File: src/rtl/ram_scan_source_pkg.sv
// Shared widths and state type for the RAM scan source.
// Imported by the interface, the RAM and the top.
package ram_scan_source_pkg;

  localparam int ADDR_W_DFLT   = 5;
  localparam int DATA_W_DFLT   = 4;
  localparam int TICK_DIV_DFLT = 50_000_000;

  typedef enum logic {
    CLEAR,
    SCAN
  } state_t;

endpackage

File: src/rtl/ram_scan_source_if.sv
// Switch/key inputs and display outputs of the RAM scan source.
// master drives the switches, slave is the scan source.
interface ram_scan_source_if
  import ram_scan_source_pkg::*;
#(
  parameter int ADDR_W = ADDR_W_DFLT,
  parameter int DATA_W = DATA_W_DFLT
);

  logic              wr_key;
  logic [ADDR_W-1:0] wr_addr;
  logic [DATA_W-1:0] wr_data;
  logic [ADDR_W-1:0] disp_addr;
  logic [DATA_W-1:0] disp_data;
  logic              busy;

  modport master (
    output wr_key,
    output wr_addr,
    output wr_data,
    input  disp_addr,
    input  disp_data,
    input  busy
  );

  modport slave (
    input  wr_key,
    input  wr_addr,
    input  wr_data,
    output disp_addr,
    output disp_data,
    output busy
  );

endinterface

File: src/rtl/ram_scan_source_ram32x4.sv
// Simple dual-port RAM: synchronous write, registered read.
// Read and write of one address in one cycle returns the old word.
module ram32x4
  import ram_scan_source_pkg::*;
#(
  parameter int ADDR_W = ADDR_W_DFLT,
  parameter int DATA_W = DATA_W_DFLT
) (
  input  logic              clk,
  input  logic              we,
  input  logic [ADDR_W-1:0] waddr,
  input  logic [DATA_W-1:0] wdata,
  input  logic [ADDR_W-1:0] raddr,
  output logic [DATA_W-1:0] rdata
);

  logic [DATA_W-1:0] mem [2**ADDR_W];

  // No reset here so the array maps onto block RAM.
  always_ff @(posedge clk) begin
    if (we) begin
      mem[waddr] <= wdata;
    end
    rdata <= mem[raddr];
  end

endmodule

File: src/rtl/ram_scan_source.sv
// Clears the RAM after reset, then scans it slowly for the display
// while accepting one write per key press from the switches.
module ram_scan_source
  import ram_scan_source_pkg::*;
#(
  parameter int ADDR_W   = ADDR_W_DFLT,
  parameter int DATA_W   = DATA_W_DFLT,
  parameter int TICK_DIV = TICK_DIV_DFLT
) (
  input logic              clk,
  input logic              rst_n,
  ram_scan_source_if.slave bus
);

  localparam int TW = (TICK_DIV > 1) ? $clog2(TICK_DIV) : 1;
  localparam logic [TW-1:0] TICK_LAST = TW'(TICK_DIV - 1);
  localparam logic [ADDR_W-1:0] ADDR_LAST = {ADDR_W{1'b1}};

  state_t state_q;
  state_t state_d;

  logic [ADDR_W-1:0] clr_addr_q;
  logic [ADDR_W-1:0] scan_addr_q;
  logic [TW-1:0]     tick_q;
  logic [2:0]        sync_q;
  logic              wr_pulse;

  logic [ADDR_W-1:0] disp_addr_q;
  logic              disp_vld_q;

  logic              ram_we;
  logic [ADDR_W-1:0] ram_waddr;
  logic [DATA_W-1:0] ram_wdata;
  logic [DATA_W-1:0] ram_rdata;

  // sync_q[1:0] resynchronise the key, sync_q[2] is its previous value.
  assign wr_pulse = sync_q[1] & ~sync_q[2];

  always_ff @(posedge clk or negedge rst_n) begin
    if (!rst_n) begin
      sync_q <= '0;
    end else begin
      sync_q <= {sync_q[1:0], bus.wr_key};
    end
  end

  always_ff @(posedge clk or negedge rst_n) begin
    if (!rst_n) begin
      state_q <= CLEAR;
    end else begin
      state_q <= state_d;
    end
  end

  always_comb begin
    state_d   = state_q;
    ram_we    = 1'b0;
    ram_waddr = bus.wr_addr;
    ram_wdata = bus.wr_data;
    unique case (state_q)
      CLEAR: begin
        ram_we    = 1'b1;
        ram_waddr = clr_addr_q;
        ram_wdata = '0;
        if (clr_addr_q == ADDR_LAST) begin
          state_d = SCAN;
        end
      end
      SCAN: begin
        ram_we = wr_pulse;
      end
    endcase
  end

  always_ff @(posedge clk or negedge rst_n) begin
    if (!rst_n) begin
      clr_addr_q <= '0;
    end else if (state_q == CLEAR) begin
      clr_addr_q <= clr_addr_q + ADDR_W'(1);
    end
  end

  always_ff @(posedge clk or negedge rst_n) begin
    if (!rst_n) begin
      tick_q      <= '0;
      scan_addr_q <= '0;
    end else if (state_q == SCAN) begin
      if (tick_q == TICK_LAST) begin
        tick_q      <= '0;
        scan_addr_q <= scan_addr_q + ADDR_W'(1);
      end else begin
        tick_q <= tick_q + TW'(1);
      end
    end
  end

  // Address register lines up with the RAM's registered read.
  always_ff @(posedge clk or negedge rst_n) begin
    if (!rst_n) begin
      disp_addr_q <= '0;
      disp_vld_q  <= 1'b0;
    end else begin
      disp_addr_q <= (state_q == SCAN) ? scan_addr_q : '0;
      disp_vld_q  <= (state_q == SCAN);
    end
  end

  ram32x4 #(
    .ADDR_W (ADDR_W),
    .DATA_W (DATA_W)
  ) u_ram (
    .clk   (clk),
    .we    (ram_we),
    .waddr (ram_waddr),
    .wdata (ram_wdata),
    .raddr (scan_addr_q),
    .rdata (ram_rdata)
  );

  assign bus.disp_addr = disp_addr_q;
  assign bus.disp_data = disp_vld_q ? ram_rdata : '0;
  assign bus.busy      = (state_q == CLEAR);

endmodule

File: src/flat_wrapper.sv
// flat-port wrapper written by rule: the top's interface ports become plain ports
module ram_scan_source_flat import ram_scan_source_pkg::*;
#(
  parameter int ADDR_W   = ADDR_W_DFLT,
  parameter int DATA_W   = DATA_W_DFLT,
  parameter int TICK_DIV = TICK_DIV_DFLT
)
  (clk, rst_n, bus_wr_key, bus_wr_addr, bus_wr_data, bus_disp_addr, bus_disp_data, bus_busy);
  ram_scan_source_if #(.ADDR_W(ADDR_W), .DATA_W(DATA_W)) bus_i ();
  input logic clk;
  input logic rst_n;
  input wire logic [$bits(bus_i.wr_key)-1:0] bus_wr_key;
  input wire logic [$bits(bus_i.wr_addr)-1:0] bus_wr_addr;
  input wire logic [$bits(bus_i.wr_data)-1:0] bus_wr_data;
  output wire logic [$bits(bus_i.disp_addr)-1:0] bus_disp_addr;
  output wire logic [$bits(bus_i.disp_data)-1:0] bus_disp_data;
  output wire logic [$bits(bus_i.busy)-1:0] bus_busy;
  assign bus_i.wr_key = bus_wr_key;
  assign bus_i.wr_addr = bus_wr_addr;
  assign bus_i.wr_data = bus_wr_data;
  assign bus_disp_addr = bus_i.disp_addr;
  assign bus_disp_data = bus_i.disp_data;
  assign bus_busy = bus_i.busy;
  ram_scan_source #(.ADDR_W(ADDR_W), .DATA_W(DATA_W), .TICK_DIV(TICK_DIV)) u_core (.clk(clk), .rst_n(rst_n), .bus(bus_i));
endmodule
File: config.mk
export PLATFORM = sky130hd
export DESIGN_NAME = ram_scan_source_flat
export DESIGN_NICKNAME = d
export VERILOG_FILES = /design/src/rtl/ram_scan_source_pkg.sv /design/src/rtl/ram_scan_source_if.sv /design/src/rtl/ram_scan_source_ram32x4.sv /design/src/rtl/ram_scan_source.sv /design/src/flat_wrapper.sv
export SDC_FILE = /design/constraint.sdc
export NUM_CORES = 1
export LEC_CHECK = 0
export CORE_MARGIN = 5
export CORE_UTILIZATION = 55
export DETAILED_ROUTE_END_ITERATION = 6
export PLACE_DENSITY_LB_ADDON = 0.3
export SLEW_MARGIN = 20
export SYNTH_ARGS = -nofsm -noshare
export SYNTH_HDL_FRONTEND = slang
export SYNTH_SLANG_ARGS = --single-unit
export TNS_END_PERCENT = 1
File: constraint.sdc
create_clock -name clk -period 2.2 [get_ports clk]
set_input_delay 0.44 -clock clk [delete_from_list [all_inputs] [get_ports clk]]
set_output_delay 0.44 -clock clk [all_outputs]
set_load 0.02 [all_outputs]
# --- Word-level counts from Yosys, hierarchy flattened ---
# Memory sizes are Yosys's and may differ from the RTL's. A register that Yosys moved wholly into a read port is not among the register bits.
# Cells that the tools add are included.
# Widths: inputs -> output; s select.
classes:
  n_eq_ne: 2
  n_addsub: 3
  bitwise_logic: 3
  muxes: 10
  reduce_logical: 1
op_table:
  columns: ["op", "count"]
  rows:
  - ["$add 26x1->26 const B", 1]
  - ["$eq 26x26->1 const B", 1]
  - ["$mux 26", 1]
  - ["$add 5x1->5 const B", 2]
  - ["$mux 5", 2]
  - ["$mux 4", 2]
  - ["$eq 5x5->1 const B", 1]
  - ["$mux 1", 4]
  - ["$not 1->1", 2]
  - ["$pmux 1 s2", 1]
  - ["$reduce_and 2->1", 1]
  - ["$and 1x1->1", 1]
totals:
  word_cells: 27
  register_bits: 46
  input_bits: 12
  out_inout_bits: 10
  mem_bits_rw: 128
  memories: 1
memory_table:
  columns: ["name", "words", "width", "rd", "rd_ports_with_merged_regs", "wr", "line_no", "rtl"]
  rows:
  - ["u_core.u_ram.mem", 32, 4, 1, 1, 1, "ram_scan_source_ram32x4.sv:17", "logic [DATA_W-1:0] mem [2**ADDR_W];"]

# --- Logic depth before layout (Yosys ltp) ---
depth:
  word_depth: 5
  mapped_depth: 7
  mapped_depth_nobuf: 5

# --- By module ---
# From an unflattened synthesis, not the netlist that was laid out.
unflattened:
  hier_cells: 456
  hier_area_um2: 7473.4
by_module_without_submodules:
  columns: ["module", "cells_per_inst", "n_inst", "area_each_um2", "seq_area_each_um2"]
  rows:
  - ["ram32x4", 231, 1, 5138.7, 3923.8]
  - ["ram_scan_source", 225, 1, 2334.7, 1151.1]

# --- Worst setup path before layout ---
# Ideal clock, no wire load.
synth_timing:
  path_kind: "register to register"
  from: "reg u_core.state_q"
  to: "mem u_core.u_ram.mem[0][0] (netlist bit) (data pin)"
  setup_slack_ns: 0.010
  path_buffers: 4
  setup_ns: 0.284
  path_stages_with_launch: 6
  period_less_slack_ns: 2.190
  t_required_ns: 1.916
  arrival_time_ns: 1.906
  cell_sequence: "dfrtp_1 > buf_2 > buf_1 > clkbuf_1 > clkbuf_1 > and2_1"
synth_via:
  elab_chain_len: 1
synth_lines:
  columns: ["element", "line_no", "rtl"]
  rows:
  - ["from (decl)", "ram_scan_source.sv:19", "state_t state_q;"]
  - ["from (signal assigned)", "ram_scan_source.sv:51", "state_q <= state_d;"]
  - ["$mux 4", "ram_scan_source.sv:60", "unique case (state_q)"]
  - ["net u_core.ram_wdata[0]", "ram_scan_source.sv:33", "logic [DATA_W-1:0] ram_wdata;"]
  - ["to (decl)", "ram_scan_source_ram32x4.sv:17", null]
# The timed path passes the listed nets, and every way through them passes these cells.

# --- Worst setup path in the final report ---
layout_timing:
  from: "reg u_core.tick_q[8]"
  to: "reg u_core.scan_addr_q[0]"
layout_via:
  elab_chain_len: 2
layout_lines:
  columns: ["element", "line_no", "rtl"]
  rows:
  - ["from (decl)", "ram_scan_source.sv:24", "logic [TW-1:0] tick_q;"]
  - ["from (signal assigned)", "ram_scan_source.sv:92", "tick_q <= tick_q + TW'(1);"]
  - ["$eq 26x26->1", "ram_scan_source.sv:88", "if (tick_q == TICK_LAST) begin"]
  - ["$reduce_and 2->1 (no line)", null, null]
  - ["to (signal assigned)", "ram_scan_source.sv:90", "scan_addr_q <= scan_addr_q + ADDR_W'(1);"]
  - ["to (decl)", "ram_scan_source.sv:23", "logic [ADDR_W-1:0] scan_addr_q;"]
# No other way between the ends.
# A chain may end at the register's enable or synchronous reset.

==> run metrics <==
status completed; # diodes 0; layout cell share with drive strength beyond 1 0.205; Starting DRT DRC Count 453; pre-CTS setup slack -155 ps; CP Cell Sequence or4b_1 > or3_1 > nor4_4 > buf_4 > xor2_1; largest delay contributor family on the critical path simple AND/OR/NAND/NOR gates; CP Max Fanout 8; max-cap viol count 0; first-pass GRT wire length 26100 um; RSZ-0062 raised after global routing no; Ports 22; DIE AREA 16200 sq um; syn_area_per_cell 14.6 sq um; number of global-route vias before repair 4785; Total GRT Usage 0.212; hold slack 28.5 ps; area of the mapped netlist 7560 sq um; largest area contributor in the netlist edfxtp_1; DRT antenna net count 0; ys flop type edfxtp_1; routed wire length 16100 um; PortBufs 21; post-route setup slack 107 ps; worst skew pair latency 430 ps; Layout Nets 603; fraction of power consumed by sequential logic 0.516; PwrDens 781 nW/um^2; CP Data Arrival Time 2440 ps; commonest cells after routing, fill and taps aside edfxtp_1, buf_4, dfrtp_1, nor2_1, mux2i_1; vias 4695; FMAX 478 MHz; Layout area overhead 18.4%; sequential fraction of the synthesis area 0.672; CTS tree built; Synth area leaders edfxtp_1, dfrtp_1, mux2i_1; GPL Wtd Cong 0.817; Starting Density 0.566; Core Footprint 13300 sq um; DIE WIDTH 127 um; Synth top area share 0.509; Bufs on Longest Clock Path 2; Residual DRC 0; CP required 2540 ps; antenna violations before repair 0; detailed placement HPWL 10600 um; Netlist cell types 56; CP startpoint kind register; Pre-antenna DRT Iters 5; fill cell count 925; largest net degree at the start of global routing 33; Clock power frac 0.464; Max rail drop VDD 0.551 mV; site row count 42; design area 8950 sq um; Least-Margin Pin Slew 631 ps; share of the clock period used by the worst path 0.951; Syn. warnings 0; commonest non-fill, non-tap cell in the layout edfxtp_1; Final Setup Violations 0; H-tree levels 4; Die H 127 um; minimum clock period 2090 ps; relative slew slack 0.579; Worst Path Buf+Inv 1; Worst setup EP type register; Net Switching 1.32 mW; Mapped Cells 516; EDFF count, synth 128; post-DR vias/cell 6.06; clk sink count 178; gr ovfl total 0; Worst Clk Skew 7.09 ps; Max Transition Viols Final 0; syn_nets 533; CP max stage delay 530 ps; Async SR Flop Fraction 0.258; clock buffer count from CTS 17; Logic pwr share 0.020; final hold violation count 0; Placed Area 8300 sq um; detailed-route wire length per cell 20.7 um; worst hold path class in2async; Root Buffer clkbuf_16; Slowest cell on crit path or4b_1; FF+latch count, synth 178; Int Pwr 5.67 mW; Worst-path clk slew 60 ps; Sw Share 0.189; kind of critical path reg2reg; LEAKAGE 3.15 nW
[stage by stage]
| step | util | TNS (ps) | std cells | power, mW |
|---|---|---|---|---|
| after floorplan | - | 0 | 516 | 3.72 |
| after global placement | 0.622 | -7550 | 743 | 3.82 |
| after detailed placement | 0.622 | -8360 | 743 | 3.82 |
| after CTS | 0.670 | 0 | 775 | 7.03 |
| after global routing | 0.671 | 0 | 775 | 7.20 |
| final | 0.671 | 0 | 775 | 6.99 |
[worst register-to-register path, delay by kind of cell (launching register included)]
family / cells / cell delay (ps)
buffers and inverters: 1 / 260
and+or+nand+nor: 3 / 1140
DFF: 1 / 460
xor gates and xnor gates: 1 / 160
[synthesized netlist by cell type (2+ instances only)]
cell type and number:
o22ai_1 4, nand2b_1 2, mux4_2 16, a221oi_1 4, buf_1 3, ha_1 5, buf_2 8, a21oi_1 12
and2_1 12, nor4_2 2, buf_4 3, o21bai_1 2, dfrtp_1 46, dfxtp_1 4, nor3_1 5, o211ai_1 5
nand4_2 2, or3b_2 2, and3_1 3, or4_4 4, clkbuf_1 11, edfxtp_1 128, and4_1 2, a31oi_1 5
a22oi_1 4, nor2b_1 4, xnor2_1 9, o21ai_0 10, o31ai_1 7, nor4_1 3, a211oi_1 4, or3_1 7
nor2_1 44, mux2i_1 36, mux2_2 4, nand2_1 27, xor2_1 7, nand3_1 15, nand4_1 7, or4_1 5
o221ai_1 7, a21oi_2 4, inv_1 9
[power groups by stage]
| stage | clock, mW | sequential (mW) | combinational (mW) |
|---|---|---|---|
| detailed placement | 0 | 3.68 | 0.141 |
| finish | 3.24 | 3.61 | 0.140 |
| CTS | 3.28 | 3.61 | 0.142 |
| global route | 3.44 | 3.61 | 0.153 |
| floorplan | 0 | 3.68 | 0.0456 |
| global placement | 0 | 3.68 | 0.139 |
[metal layers]
layer  part of all wire  wire, um  vias up  track usage
met4              0.016       252        0       0.0700
met5                  0         0        -            0
li1                   -         -     2130            -
met2               0.50      7990      178        0.338
met1               0.43      6870     2370        0.295
met3              0.059       950       17       0.0434
[flip-flops by register name, summed over array words and instances, names as in the netlist]
register / count
u_core.sync_q: 3
u_core.bus.disp_addr: 5
u_core.u_ram.rdata: 4
u_core.tick_q: 26
u_core.state_q: 1
u_core.u_ram.mem: 128
u_core.disp_vld_q: 1
u_core.clr_addr_q: 5
u_core.scan_addr_q: 5
[repair_timing]
item / in CTS / in global routing
setup buffers: 0 / 0
pin swaps: 0 / 0
resized for setup: 1 / 1
endpoints found under the setup margin: 1 / 2
hold buffers: 0 / 0
[final cells by class]
class | count | area (sq um) | share of cell area
multi-input combinational | 302 | 2330 | 0.260
tap | 176 | 220 | 0.0246
clock inverter | 13 | 206 | 0.0231
inverter | 10 | 37.5 | 0.00419
timing repair buffer | 77 | 649 | 0.0726
clock buffer | 19 | 433 | 0.0484
sequential | 178 | 5080 | 0.567
[kinds of logic after synthesis]
| family | Yosys count | synth area share |
|---|---|---|
| fa+ha+maj | 5 | 0.00828 |
| xor+xnor | 16 | 0.0185 |
| flops | 178 | 0.672 |
| mux | 57 | 0.103 |
| simple gates | 154 | 0.113 |
| compound gates | 70 | 0.0637 |
| buf+inv | 36 | 0.0217 |
[worst paths after layout]
path | start | endpoint | slack [ps] | cells past startpoint
max | u_core.tick_q[8] | u_core.scan_addr_q[0] | 110 | 5
min | rst_n | u_core.tick_q[14] | 30 | 1
max reg2reg | u_core.tick_q[8] | u_core.scan_addr_q[0] | 110 | 5
min reg2reg | u_core.sync_q[0] | u_core.sync_q[1] | 360 | 0
max in group asynchronous | rst_n | u_core.bus.disp_addr[0] | 1470 | 2
min in group clk | u_core.sync_q[0] | u_core.sync_q[1] | 360 | 0
No activity file was read; power rests on OpenSTA's default activity.
